===== config.mk =====
export PLATFORM = sky130hd
export DESIGN_NAME = ifetch_unit_flat
export DESIGN_NICKNAME = d
export VERILOG_FILES = /design/src/rtl/riscv_pkg.sv /design/src/rtl/ifetch_unit_if.sv /design/src/rtl/ifetch_unit_fifo.sv /design/src/rtl/ifetch_unit.sv /design/src/flat_wrapper.sv
export SDC_FILE = /design/constraint.sdc
export NUM_CORES = 1
export LEC_CHECK = 0
export BUFFER_PORTS_ARGS = -buffer_cell sky130_fd_sc_hd__clkbuf_2
export CORE_MARGIN = 3
export CORE_UTILIZATION = 35
export CTS_CLUSTER_SIZE = 40
export DETAILED_ROUTE_END_ITERATION = 7
export PLACE_DENSITY = 0.59
export SETUP_SLACK_MARGIN = 0.02
export SYNTH_ARGS = -nofsm -noshare
export SYNTH_HDL_FRONTEND = slang
export SYNTH_HIERARCHICAL = 1
export SYNTH_SLANG_ARGS = --single-unit

===== constraint.sdc =====
create_clock -name clk -period 3.7 [get_ports clk]
set_input_delay 1.11 -clock clk [delete_from_list [all_inputs] [get_ports clk]]
set_output_delay 1.11 -clock clk [all_outputs]
set_load 0.03 [all_outputs]

===== src/rtl/riscv_pkg.sv =====
// Shared RV32I definitions used by the fetch stage: word width, NOP
// encoding, instruction size and the queued fetch entry layout.
package riscv_pkg;

    localparam int unsigned XLEN       = 32;
    localparam int unsigned ILEN_BYTES = 4;
    localparam logic [XLEN-1:0] NOP_INST = 32'h0000_0013;

    // One prefetched instruction together with the address it came from.
    typedef struct packed {
        logic [XLEN-1:0] pc;
        logic [XLEN-1:0] inst;
    } fetch_entry_t;

    // Instruction addresses are word aligned; low two bits are dropped.
    function automatic logic [XLEN-1:0] align_pc(input logic [XLEN-1:0] addr);
        return {addr[XLEN-1:2], 2'b00};
    endfunction

endpackage


===== src/rtl/ifetch_unit_if.sv =====
// Fetch-stage bus: instruction memory address/data, redirect request from
// execute and the valid/ready instruction stream towards decode.
// master = fetch unit side, slave = memory/execute/decode side.
interface ifetch_unit_if;
    import riscv_pkg::*;

    logic [XLEN-1:0] imem_addr;
    logic [XLEN-1:0] imem_rdata;
    logic            redirect_valid;
    logic [XLEN-1:0] redirect_pc;
    logic            inst_valid;
    logic            inst_ready;
    logic [XLEN-1:0] inst_out;
    logic [XLEN-1:0] inst_pc;

    modport master (
        output imem_addr,
        input  imem_rdata,
        input  redirect_valid,
        input  redirect_pc,
        output inst_valid,
        input  inst_ready,
        output inst_out,
        output inst_pc
    );

    modport slave (
        input  imem_addr,
        output imem_rdata,
        output redirect_valid,
        output redirect_pc,
        input  inst_valid,
        output inst_ready,
        input  inst_out,
        input  inst_pc
    );

endinterface


===== src/rtl/ifetch_unit_fifo.sv =====
// ifetch_fifo: synchronous prefetch queue of fetch_entry_t with push, pop,
// flush and occupancy count. DEPTH must be a power of two (2..16) so the
// pointers wrap naturally.
module ifetch_fifo
    import riscv_pkg::*;
#(
    parameter int unsigned DEPTH = 4
) (
    input  logic                     clk,
    input  logic                     reset,
    input  logic                     push,
    input  fetch_entry_t             push_data,
    input  logic                     pop,
    input  logic                     flush,
    output fetch_entry_t             head,
    output logic [$clog2(DEPTH):0]   count,
    output logic                     empty
);

    localparam int unsigned AW = $clog2(DEPTH);
    localparam int unsigned CW = AW + 1;

    fetch_entry_t    mem [DEPTH];
    logic [AW-1:0]   rd_ptr;
    logic [AW-1:0]   wr_ptr;
    logic [CW-1:0]   count_q;
    logic            full;
    logic            do_push;
    logic            do_pop;

    // Qualify requests so an empty pop or a full push can never corrupt state.
    always_comb begin
        full    = (count_q == CW'(DEPTH));
        empty   = (count_q == '0);
        do_pop  = pop && !empty;
        do_push = push && !full;
        head    = mem[rd_ptr];
        count   = count_q;
    end

    // Pointer and occupancy tracking; flush discards every stored entry.
    always_ff @(posedge clk or posedge reset) begin
        if (reset) begin
            rd_ptr  <= '0;
            wr_ptr  <= '0;
            count_q <= '0;
        end else if (flush) begin
            rd_ptr  <= '0;
            wr_ptr  <= '0;
            count_q <= '0;
        end else begin
            if (do_push) begin
                wr_ptr <= wr_ptr + AW'(1);
            end
            if (do_pop) begin
                rd_ptr <= rd_ptr + AW'(1);
            end
            case ({do_push, do_pop})
                2'b10:   count_q <= count_q + CW'(1);
                2'b01:   count_q <= count_q - CW'(1);
                default: count_q <= count_q;
            endcase
        end
    end

    // Entry storage; contents need no reset because count gates visibility.
    always_ff @(posedge clk) begin
        if (do_push && !flush) begin
            mem[wr_ptr] <= push_data;
        end
    end

endmodule


===== src/rtl/ifetch_unit.sv =====
// ifetch_unit: RV32I instruction-fetch stage. Owns the fetch PC, drives the
// synchronous instruction memory, queues returned words and hands them to
// decode on a valid/ready handshake. Redirects flush all wrong-path state.
// Optional feature: define IFETCH_BYPASS_EN to forward a returning word
// straight to decode when the queue is empty (one cycle less latency).
module ifetch_unit
    import riscv_pkg::*;
#(
    parameter logic [31:0] RESET_PC = 32'h0000_0000,
    parameter int unsigned DEPTH    = 4
) (
    input  logic         clk,
    input  logic         reset,
    ifetch_unit_if.master bus
);

    localparam int unsigned CW = $clog2(DEPTH) + 1;

    logic [XLEN-1:0] fpc;
    logic            pend;
    logic [XLEN-1:0] pend_pc;

    logic [CW-1:0]   q_count;
    fetch_entry_t    q_head;
    logic            q_empty;
    logic            q_push;
    logic            q_pop;
    fetch_entry_t    push_entry;

    logic [CW:0]     occupancy;
    logic            issue;
    logic            bypass_hit;
    logic            handshake;

    // Issue decision: the in-flight word already owns a slot, and a pop this
    // cycle is deliberately not credited so the queue can never overflow.
    always_comb begin
        occupancy = {1'b0, q_count} + (CW+1)'(pend);
        issue     = !bus.redirect_valid && (occupancy < (CW+1)'(DEPTH));
    end

    // Bypass is only possible when nothing older is waiting in the queue.
    always_comb begin
`ifdef IFETCH_BYPASS_EN
        bypass_hit = q_empty && pend;
`else
        bypass_hit = 1'b0;
`endif
    end

    // Decode-facing outputs: queue head first, then bypassed word, else NOP.
    always_comb begin
        bus.inst_valid = 1'b0;
        bus.inst_out   = NOP_INST;
        bus.inst_pc    = '0;
        if (!q_empty) begin
            bus.inst_valid = 1'b1;
            bus.inst_out   = q_head.inst;
            bus.inst_pc    = q_head.pc;
        end else if (bypass_hit) begin
            bus.inst_valid = 1'b1;
            bus.inst_out   = bus.imem_rdata;
            bus.inst_pc    = pend_pc;
        end
    end

    // Queue control: a redirect drops the in-flight word; a bypassed word
    // that decode takes immediately is never written into the queue.
    always_comb begin
        handshake       = bus.inst_valid && bus.inst_ready;
        q_pop           = handshake && !q_empty;
        q_push          = pend && !bus.redirect_valid && !(bypass_hit && bus.inst_ready);
        push_entry.pc   = pend_pc;
        push_entry.inst = bus.imem_rdata;
        bus.imem_addr   = fpc;
    end

    // Fetch PC and outstanding-request tracking.
    always_ff @(posedge clk or posedge reset) begin
        if (reset) begin
            fpc     <= RESET_PC;
            pend    <= 1'b0;
            pend_pc <= '0;
        end else if (bus.redirect_valid) begin
            fpc  <= align_pc(bus.redirect_pc);
            pend <= 1'b0;
        end else begin
            pend <= issue;
            if (issue) begin
                pend_pc <= fpc;
                fpc     <= fpc + XLEN'(ILEN_BYTES);
            end
        end
    end

    ifetch_fifo #(
        .DEPTH (DEPTH)
    ) u_fifo (
        .clk       (clk),
        .reset     (reset),
        .push      (q_push),
        .push_data (push_entry),
        .pop       (q_pop),
        .flush     (bus.redirect_valid),
        .head      (q_head),
        .count     (q_count),
        .empty     (q_empty)
    );

endmodule


===== src/flat_wrapper.sv =====
// flat-port wrapper written by rule: the top's interface ports become plain ports
module ifetch_unit_flat import riscv_pkg::*;
#(
    parameter logic [31:0] RESET_PC = 32'h0000_0000,
    parameter int unsigned DEPTH    = 4
)
  (clk, reset, bus_imem_addr, bus_imem_rdata, bus_redirect_valid, bus_redirect_pc, bus_inst_valid, bus_inst_ready, bus_inst_out, bus_inst_pc);
  ifetch_unit_if bus_i ();
  input  logic clk;
  input  logic reset;
  output wire logic [$bits(bus_i.imem_addr)-1:0] bus_imem_addr;
  input wire logic [$bits(bus_i.imem_rdata)-1:0] bus_imem_rdata;
  input wire logic [$bits(bus_i.redirect_valid)-1:0] bus_redirect_valid;
  input wire logic [$bits(bus_i.redirect_pc)-1:0] bus_redirect_pc;
  output wire logic [$bits(bus_i.inst_valid)-1:0] bus_inst_valid;
  input wire logic [$bits(bus_i.inst_ready)-1:0] bus_inst_ready;
  output wire logic [$bits(bus_i.inst_out)-1:0] bus_inst_out;
  output wire logic [$bits(bus_i.inst_pc)-1:0] bus_inst_pc;
  assign bus_imem_addr = bus_i.imem_addr;
  assign bus_i.imem_rdata = bus_imem_rdata;
  assign bus_i.redirect_valid = bus_redirect_valid;
  assign bus_i.redirect_pc = bus_redirect_pc;
  assign bus_inst_valid = bus_i.inst_valid;
  assign bus_i.inst_ready = bus_inst_ready;
  assign bus_inst_out = bus_i.inst_out;
  assign bus_inst_pc = bus_i.inst_pc;
  ifetch_unit #(.RESET_PC(RESET_PC), .DEPTH(DEPTH)) u_core (.clk(clk), .reset(reset), .bus(bus_i));
endmodule

==> qor.csv, run 1 <==
metric,value,unit
outcome,completed,
num-fill-cells,3290,
wl_per_cell,19.6,um
start_kind,register,
route.detailed.drc,0,
cts_made_buffers,36,
slew_headroom,36.4,%
layout_common_cells,"edfxtp_1 (256), clkbuf_2 (160), dfrtp_1 (66)",
start_util,35.8,%
tightest_slew,0.950,ns
path_class,reg2out,
synth_flop_cell,edfxtp_1,
core_area,36900,um^2
holdBufCountCts,0,
clk_pin_slew,0.06,ns
nets,1015,
seq_area,9400,um^2
port_buffers,160,
yosys_warnings,6,
syn_to_final_growth,20.9,%
synth-edff-count,256,
max-vdd-ir-drop,0.233,mV
crit_fanout,32,
finClkSkew,0.0140,ns
drv_slew,0,
rsz0062_at_grt,false,
ios,165,
gp_congestion,0.779,
antenna_cells,0,
track_usage,14.3,%
post_cts_resized,0,
cts_root_buf,clkbuf_16,
min-delay-path-class,reg2reg,
rows,70,
hold_viol_final,0,
clock.fmax,0.293,GHz
htree_num_levels,2,
totalWireLength,28900,um
synth_area_leaders,"edfxtp_1 (58%), dfrtp_1 (13%), mux4_2 (11%)",
grt_max_degree,62,
final_common_cell,edfxtp_1,
multi_input_area,3600,um^2
grt_pass1_wl,45100,um
syn_avg_cell_area,17.6,um^2
required,2.59,ns
worstPathArrival,2.30,ns
ant_nets,0,
clk_path_buf_depth,3,
die_x,200,um
syn_inst,752,
synth_seq_cells,324,
layout-drive-gt1-share,36.0,%
tns,0,ns
postCtsSetupBuffers,0,
dpl.hpwl,18400,um
finalWorstSetupSlack,0.293,ns
period_minus_slack,3.41,ns
dieArea,40100,um^2
setup_viol,0,
drtIter0Drc,413,
clk_latency,0.52,ns
vias_per_cell,4.98,
drtPass1Iterations,5,
post-place-ws,0.638,ns
grt_antenna_before_repair,0,
clkSinkCount,324,
total_leakage_power,5.57,nW
critPathCaptureType,output pin,
fin_crit_sh,92.1,%
grt_pass1_vias,7487,
num_vias,7331,
die_h,200,um
ys_seq_area_share,71.0,%
syn_area,13200,um^2
power_density,511,nW/um^2
drv_cap,0,
yosysTopAreaCell,edfxtp_1,
ys_async_sr_fraction,21.0,%
synth_top_area_share,58.2,%
grt_overflow_total,0,
yosysUniqueCellTypes,55,
cts_tree,built,
==> final timing paths <==
check                                             start                  endpoint  slack (ns)  depth (start not counted)
min in group asynchronous                         reset    u_core/u_fifo/count[1]        0.54                          2
worst max-delay path            u_core/u_fifo/rd_ptr[1]            bus_inst_pc[3]        0.29                          4
worst min register to register       u_core/pend_pc[28]  u_core/u_fifo/mem[0][60]        0.51                          0
worst max register to register   u_core/u_fifo/count[1]    u_core/u_fifo/count[1]        0.71                          9
worst min-delay path                 u_core/pend_pc[28]  u_core/u_fifo/mem[0][60]        0.51                          0
max in group asynchronous                         reset   u_core/bus.imem_addr[6]        2.75                          3
==> routing by layer <==
metal	global-route usage [%]	wire length, um
met3	3.84	1850
met5	0	0
met1	20.0	13000
met2	22.8	13500
met4	3.19	472
==> synthesized netlist by cell type (3+ instances only) <==
library cell	count
edfxtp_1	256
dfrtp_1	68
mux4_2	64
nor2b_1	64
mux2_2	30
clkbuf_1	24
nand2_1	24
nor2_1	19
o21ai_0	17
or4_1	16
a31oi_1	15
inv_1	13
nand3_1	13
buf_2	12
o31ai_1	12
nand4_1	10
or3_1	8
xnor2_1	7
and2_1	6
xor2_1	6
buf_6	5
ha_1	5
or2_2	5
a21oi_1	4
buf_4	4
nor4_1	4
and3_1	3
nand2b_1	3
==> cell families after synthesis <==
kind of cell | synth area share [%]
other | 0.0284
muxes | 13.5
adders and majority gates | 0.625
DFF | 71.0
xor gates and xnor gates | 0.862
AOI/OAI and AO/OA | 3.23
buffers and inverters | 2.16
and+or+nand+nor | 8.52
==> flip-flops by register name (all words and copies together), names as in the netlist <==
register,flops
u_core/bus.imem_addr,30
u_core/pend,1
u_core/pend_pc,30
u_core/u_fifo/count,3
u_core/u_fifo/mem,256
u_core/u_fifo/rd_ptr,2
u_core/u_fifo/wr_ptr,2
==> layout make-up <==
cell class,count,area share [%]
sequential,324,58.8
timing repair buffer,187,7.38
clock inverter,15,0.673
inverter,13,0.305
clock buffer,51,6.38
tap,504,3.95
multi-input combinational,379,22.5
==> worst max-delay path: stages (launching register included) <==
cell,delay (ns)
dfrtp_4,0.78
buf_4,0.32
mux4_2,0.34
nor2b_1,0.15
clkbuf_2,0.19
==> stage by stage <==
step / utilization [%] / std cells / hold WS, ns / instance area [um^2] / power, mW
floorplan: - / 761 / 0.472 / 13300 / 4.63
global placement: 40.1 / 1401 / 0.499 / 14800 / 4.86
detailed placement: 40.1 / 1401 / 0.508 / 14800 / 4.88
CTS: 43.2 / 1467 / 0.519 / 15900 / 8.30
global route: 43.3 / 1473 / 0.533 / 16000 / 8.51
finish: 43.3 / 1473 / 0.514 / 16000 / 8.17
==> power by group <==
| group | switching [mW] | internal, mW | total, mW |
|---|---|---|---|
| clock network | 1.38 | 2.00 | 3.38 |
| logic | 0.326 | 0.203 | 0.529 |
| registers | 0.158 | 4.11 | 4.27 |
Power figures use the tool's default switching activity.
==> inputs of run 2 (changes only) <==
--- a/config.mk
+++ b/config.mk
@@ -5,6 +5,7 @@
 export SDC_FILE = /design/constraint.sdc
 export NUM_CORES = 1
 export LEC_CHECK = 0
+export ABC_AREA = 1
 export BUFFER_PORTS_ARGS = -buffer_cell sky130_fd_sc_hd__clkbuf_2
 export CORE_MARGIN = 3
 export CORE_UTILIZATION = 35
==> qor.csv, run 2 <==
metric,value,unit,change
grt_pass1_wl,52600,um,+17%
internal-power,6.47,mW,+2.6%
clk_pin_slew,0.06,ns,about the same
cts_root_buf,clkbuf_16,,
combPwrFrac,10.1,%,+3.6 points
worstPathArrival,2.35,ns,+0.05 ns
dp.cells,1939,,+38%
crit_fanout,129,,+300%
design_area,16500,um^2,+3.1%
die_h,205,um,+2.4%
layout-drive-gt1-share,18.2,%,-18 points
fin_crit_sh,93.6,%,+1.5 points
ys_async_sr_fraction,21.0,%,unchanged
htree_num_levels,2,,unchanged
r2r-start,u_core/u_fifo/count[1],,
hold_viol_final,0,,unchanged
syn_avg_cell_area,10.7,um^2,-39%
critPathCaptureType,output pin,,
p_seq_share,49.3,%,-2.9 points
tightest_slew,0.573,ns,-0.377 ns
synth_top_area_share,55.3,%,-2.8 points
yosysTopAreaCell,edfxtp_1,,
required,2.59,ns,about the same
syn_inst,1296,,+72%
layout_common_cells,"edfxtp_1 (256), nor2_1 (244), nand2_1 (183)",,
grt_antenna_before_repair,1,,+1
ys_seq_area_share,67.6,%,-3.5 points
synth_most_common_cell,edfxtp_1,,
clk_latency,0.52,ns,about the same
rsz0062_at_grt,false,,
syn_to_final_growth,18.6,%,
min-delay-path-class,reg2reg,,
yosysUniqueCellTypes,36,,-35%
wl_per_cell,16.8,um,-14%
nets,1534,,+51%
path_class,reg2out,,
slowest_delay,0.45,ns,-0.33 ns
rows,72,,+2.9%
netSwitchingFraction,24.8,%,+2.0 points
core_area,38900,um^2,+5.5%
tns,0,ns,unchanged
dpl_cell_area,15300,um^2,+3.4%
port_buffers,160,,unchanged
final_common_cell,edfxtp_1,,
stdcell_count,2005,,+36%
synth_flop_cell,edfxtp_1,,
num_vias,9680,,+32%
die_x,205,um,+2.4%
route.detailed.drc,0,,unchanged
antenna_cells,0,,unchanged
gp_congestion,0.862,,+11%
synth_seq_cells,324,,unchanged
outcome,completed,,
r2r_slack,0.98,ns,+0.27 ns
num-fill-cells,3776,,+15%
p_sw,2.14,mW,+15%
cts_made_buffers,37,,+2.8%
power.total,8.61,mW,+5.4%
yosys_warnings,6,,unchanged
dieArea,42100,um^2,+5.0%
final_core_util,42.3,%,-0.99 points
setup_viol,0,,unchanged
drtPass1Iterations,5,,unchanged
clkSinkCount,324,,unchanged
totalWireLength,33600,um,+17%
grt_pass1_vias,9330,,+25%
vias_per_cell,4.83,,-3.0%
yosys-top-cells-count,"edfxtp_1 (256), nor2_1 (248), nand2_1 (183)",,
crit_chain,buf_12 -> o21ai_0 -> o22ai_1 -> inv_1 -> nor2_1 -> clkbuf_2,,
clk_path_buf_depth,3,,unchanged
total_leakage_power,6.65,nW,+19%
start_util,35.7,%,-0.15 points
cts_tree,built,,
holdBufCountCts,0,,unchanged
start_kind,register,,
largest_reg_flops,256,,unchanged
clock.fmax,0.289,GHz,-1.6%
drv_slew,0,,unchanged
synth-edff-count,256,,unchanged
track_usage,15.9,%,+1.6 points
drv_cap,0,,unchanged
slew_headroom,61.8,%,+25 points
power_density,522,nW/um^2,+2.2%
dpl.hpwl,21100,um,+14%
startpoint,u_core/u_fifo/rd_ptr[0],,
finClkSkew,0.0248,ns,+0.0108 ns
largest-register,u_core/u_fifo/mem,,
synth_area_leaders,"edfxtp_1 (55%), dfrtp_1 (12%), nor2_1 (6.7%)",,
pwr-share-clk,40.6,%,-0.7 points
grt_max_degree,130,,+110%
worst_path_max_delay_cell,dfrtp_4,,
period_minus_slack,3.46,ns,+0.0546 ns
critPathCapture,bus_inst_pc[21],,
ant_nets,0,,unchanged
drtIter0Drc,667,,+62%
max-vdd-ir-drop,0.228,mV,-2.2%
reg2reg_to,u_core/u_fifo/count[2],,
grt_overflow_total,0,,unchanged
syn_area,13900,um^2,+5.1%
worst_r2r_path_depth,16,,+7
ios,165,,unchanged
-- run 2: cell count changes after synthesis, sizes merged, moves of 16 or more --
cell / previous run / this run
or4: 16 / 0
nand2: 24 / 188
nor2: 19 / 260
mux2: 30 / 0
o21ai: 18 / 186
nor2b: 64 / 0
o22ai: 1 / 64
mux4: 64 / 0
inv: 13 / 133
nand3: 14 / 31
-- run 2: per-layer routing --
layer	vias up	part of all wire (%)	GRT usage, %
met5	-	0.021	0
met3	41	7.0	3.65
met2	278	46	25.4
met1	4643	46	22.3
met4	2	1.4	3.32
li1	4716	-	-
-- run 2: logic make-up (layout without fill, tap and decap cells) --
family | after synthesis | in the layout | share of synthesized area [%]
other | 1 | 10 | 0.0270
AND/OR/NAND/NOR | 497 | 497 | 14.8
flip-flops | 324 | 324 | 67.6
adder cells (fa/ha/maj) | 6 | 6 | 0.594
buffers and inverters | 199 | 381 | 6.39
AO/OA/AOI/OAI | 263 | 263 | 10.2
XOR/XNOR | 6 | 6 | 0.378
-- run 2: power groups by stage --
stage	Clock (mW)	Sequential, mW	Combinational, mW
after floorplan	0	4.34	0.520
after global placement	0	4.31	0.872
after detailed placement	0	4.32	0.883
after CTS	3.61	4.24	0.885
after global routing	3.76	4.26	0.965
final	3.49	4.24	0.872
-- run 2: worst max-delay path, delay by kind of cell, from the launching register on --
family	cells	cell delay, ns
flops	1	0.45
compound gates	2	0.35
simple gates	1	0.25
buf+inv	3	0.77
-- run 2: stage by stage --
stage          setup WS, ns  hold WS, ns
2_1_floorplan        -0.111        0.476
3_3_place_gp          0.667        0.501
3_5_place_dp          0.679        0.508
4_1_cts               0.135        0.517
5_1_grt              0.0472        0.528
6_report              0.238        0.502
-- run 2: how the worst min path moves through the flow --
stage,startpoint,end,slack [ns],cells after the start
after floorplan,u_core/pend_pc[3],u_core/u_fifo/mem[0][35],0.48,0
after global placement,u_core/pend_pc[20],u_core/u_fifo/mem[0][52],0.50,0
after detailed placement,u_core/pend_pc[12],u_core/u_fifo/mem[1][44],0.51,0
after CTS,u_core/pend_pc[12],u_core/u_fifo/mem[3][44],0.52,0
after global routing,u_core/pend_pc[12],u_core/u_fifo/mem[3][44],0.53,0
final,u_core/pend_pc[12],u_core/u_fifo/mem[3][44],0.50,0
-- run 2: cell type report --
| type | instances | area (um^2) | area share (%) |
|---|---|---|---|
| clock buffer | 52 | 1010 | 6.14 |
| clock inverter | 14 | 158 | 0.957 |
| inverter | 133 | 504 | 3.06 |
| multi-input combinational | 782 | 3680 | 22.3 |
| sequential | 324 | 9400 | 57.0 |
| tap | 518 | 648 | 3.93 |
| timing repair buffer | 182 | 1080 | 6.55 |
-- run 2: what timing repair did --
item,4_1_cts,5_1_grt
buffers inserted,0,0
gates resized for setup,0,2
endpoints found under the setup margin,0,4
==> inputs of run 3 (changes only) <==
--- a/config.mk
+++ b/config.mk
@@ -15,5 +15,4 @@
 export SETUP_SLACK_MARGIN = 0.02
 export SYNTH_ARGS = -nofsm -noshare
 export SYNTH_HDL_FRONTEND = slang
-export SYNTH_HIERARCHICAL = 1
 export SYNTH_SLANG_ARGS = --single-unit
==> qor.csv, run 3 <==
metric,value,unit,change
outcome,completed,,
grt_pass1_vias,9374,,+0.47%
synth-edff-count,248,,-3.1%
grt_overflow_total,0,,unchanged
rsz0062_at_grt,false,,
max-vdd-ir-drop,0.309,mV,+36%
gp_congestion,0.840,,-2.6%
drv_cap,0,,unchanged
clkSinkCount,316,,-2.5%
cts_root_buf,clkbuf_16,,
grt_antenna_before_repair,0,,-1
final_common_cell,nor2_1,,
tns,0,ns,unchanged
route.detailed.drc,0,,unchanged
setup_viol,0,,unchanged
ant_nets,0,,unchanged
power_density,794,nW/um^2,+52%
crit_chain,inv_4 -> buf_4 -> nor2_1 -> o311ai_0 -> clkbuf_2,,
critPathCaptureType,output pin,,
port_buffers,158,,-1.3%
worst_path_max_delay_cell,dfrtp_4,,
clk_path_buf_depth,3,,unchanged
final_core_util,42.7,%,+0.32 points
vias_per_cell,4.82,,-0.23%
nets,1481,,-3.5%
total_leakage_power,6.31,nW,-5.1%
hold_viol_final,0,,unchanged
post_cts_resized,0,,unchanged
holdBufCountCts,0,,unchanged
syn_area,13500,um^2,-3.2%
post-place-ws,0.586,ns,-0.0938 ns
layout-drive-gt1-share,20.2,%,+2.1 points
wl_per_cell,17.0,um,+1.6%
core_area,37800,um^2,-3.0%
drtIter0Drc,439,,-34%
syn_inst,1248,,-3.7%
num_vias,9374,,-3.2%
syn_to_final_growth,19.7,%,
rows,71,,-1.4%
postCtsSetupBuffers,0,,unchanged
synth_seq_cells,316,,-2.5%
path_class,reg2out,,
totalWireLength,33200,um,-1.4%
die_h,202,um,-1.6%
ys_seq_area_share,68.0,%,+0.43 points
clk_pin_slew,0.06,ns,about the same
seq_area,9150,um^2,-2.6%
synth_most_common_cell,nor2_1,,
start_util,35.6,%,-0.071 points
worstPathArrival,2.38,ns,+0.03 ns
required,2.59,ns,about the same
finClkSkew,0.0175,ns,-0.00735 ns
dpl.hpwl,20700,um,-2.0%
drv_slew,0,,unchanged
largest-register,u_core.u_fifo.mem,,
r2r_slack,1.11,ns,+0.13 ns
largest_reg_flops,248,,-3.1%
slew_headroom,47.1,%,-15 points
synth_flop_cell,edfxtp_1,,
r2r-start,u_core.u_fifo.count[0],,
ys_async_sr_fraction,21.5,%,+0.53 points
clock.fmax,0.287,GHz,-0.78%
layout_common_cells,"nor2_1 (295), edfxtp_1 (248), clkbuf_2 (158)",,
grt_pass1_wl,52400,um,-0.29%
cpLargestDelayFamily,buffers and inverters,,
cp.buffers_inverters,3,,unchanged
slowest_delay,0.62,ns,+0.17 ns
yosysUniqueCellTypes,42,,+17%
num-fill-cells,3609,,-4.4%
min-delay-path-class,reg2reg,,
tightest_slew,0.792,ns,+0.218 ns
fin_crit_sh,94.3,%,+0.74 points
yosys_warnings,0,,-6
timing.hold.ws,0.519,ns,+0.0171 ns
clk_latency,0.51,ns,about the same
track_usage,16.2,%,+0.34 points
period_minus_slack,3.49,ns,+0.0274 ns
ios,165,,unchanged
multi_input_area,3790,um^2,+2.9%
drtPass1Iterations,4,,-1
yosys-top-cells-count,"nor2_1 (299), edfxtp_1 (248), nand2_1 (153), o21ai_0 (153), a21oi_1 (70)",,
power.total,12.8,mW,+49%
cts_tree,built,,
hold_path.startpoint,u_core.pend_pc[12],,
startpoint,u_core.u_fifo.rd_ptr[0],,
cts_made_buffers,37,,unchanged
grt_max_degree,63,,-52%
htree_num_levels,2,,unchanged
synth_top_area_share,55.4,%,about the same
finalWorstSetupSlack,0.211,ns,-0.0274 ns
dieArea,40800,um^2,-3.1%
yosysTopAreaCell,edfxtp_1,,
start_kind,register,,
syn_avg_cell_area,10.8,um^2,+0.54%
antenna_cells,0,,unchanged
synth_area_leaders,"edfxtp_1 (55%), dfrtp_1 (13%), nor2_1 (8.3%)",,
crit_fanout,24,,-81%
die_x,202,um,-1.6%
run 3: stage by stage:
stage	instance area [um^2]	cells
global placement	14900	1879
floorplan	13500	1251
detailed placement	14900	1879
CTS	16100	1946
global route	16100	1946
finish	16100	1946
run 3: layout make-up:
| cell class | instances | area share (%) |
|---|---|---|
| sequential | 316 | 56.8 |
| clock buffer | 50 | 6.56 |
| tap | 511 | 3.97 |
| inverter | 58 | 1.40 |
| multi-input combinational | 810 | 23.5 |
| clock inverter | 17 | 1.19 |
| timing repair buffer | 184 | 6.53 |
run 3: logic make-up (layout without fill, tap and decap cells):
group | after synthesis | after routing | synth area share [%]
AO/OA/AOI/OAI | 254 | 254 | 9.74
XOR/XNOR | 7 | 7 | 0.456
adder cells (fa/ha/maj) | 6 | 6 | 0.614
buffers and inverters | 125 | 309 | 4.13
flip-flops | 316 | 316 | 68.0
other | 1 | 4 | 0.0279
AND/OR/NAND/NOR | 539 | 539 | 17.0
run 3: metal layers:
metal	vias up	track usage [%]	share of wire, %
met2	253	27.4	48
met5	-	0	0
met3	37	2.72	5.4
met4	0	3.29	1.5
li1	4586	-	-
met1	4498	22.3	45
run 3: worst paths after layout:
kind	end	cells after the start
setup / recovery	bus_inst_out[0]	5
hold / removal	u_core.u_fifo.mem[3][44]	0
setup reg to reg	u_core.u_fifo.count[2]	11
hold reg to reg	u_core.u_fifo.mem[3][44]	0
max in group asynchronous	u_core.u_fifo.count[2]	3
min in group asynchronous	u_core.bus.imem_addr[11]	2
run 3: where the power goes:
part           switching (mW)  internal, mW
sequential              0.564          4.60
clock                    1.37          2.28
combinational            2.90          1.06
total                    4.84          7.95
run 3: worst reg2reg max path: stages, from the launching register on:
cell and delay [ns]:
dfrtp_1 0.48, nor3_4 0.54, buf_12 0.26, nor2_1 0.12, nand2_2 0.12, inv_1 0.07, fa_1 0.37, xor2_1 0.16
nand3b_1 0.17, nand2_1 0.09, nand3_1 0.06, o21ai_1 0.08
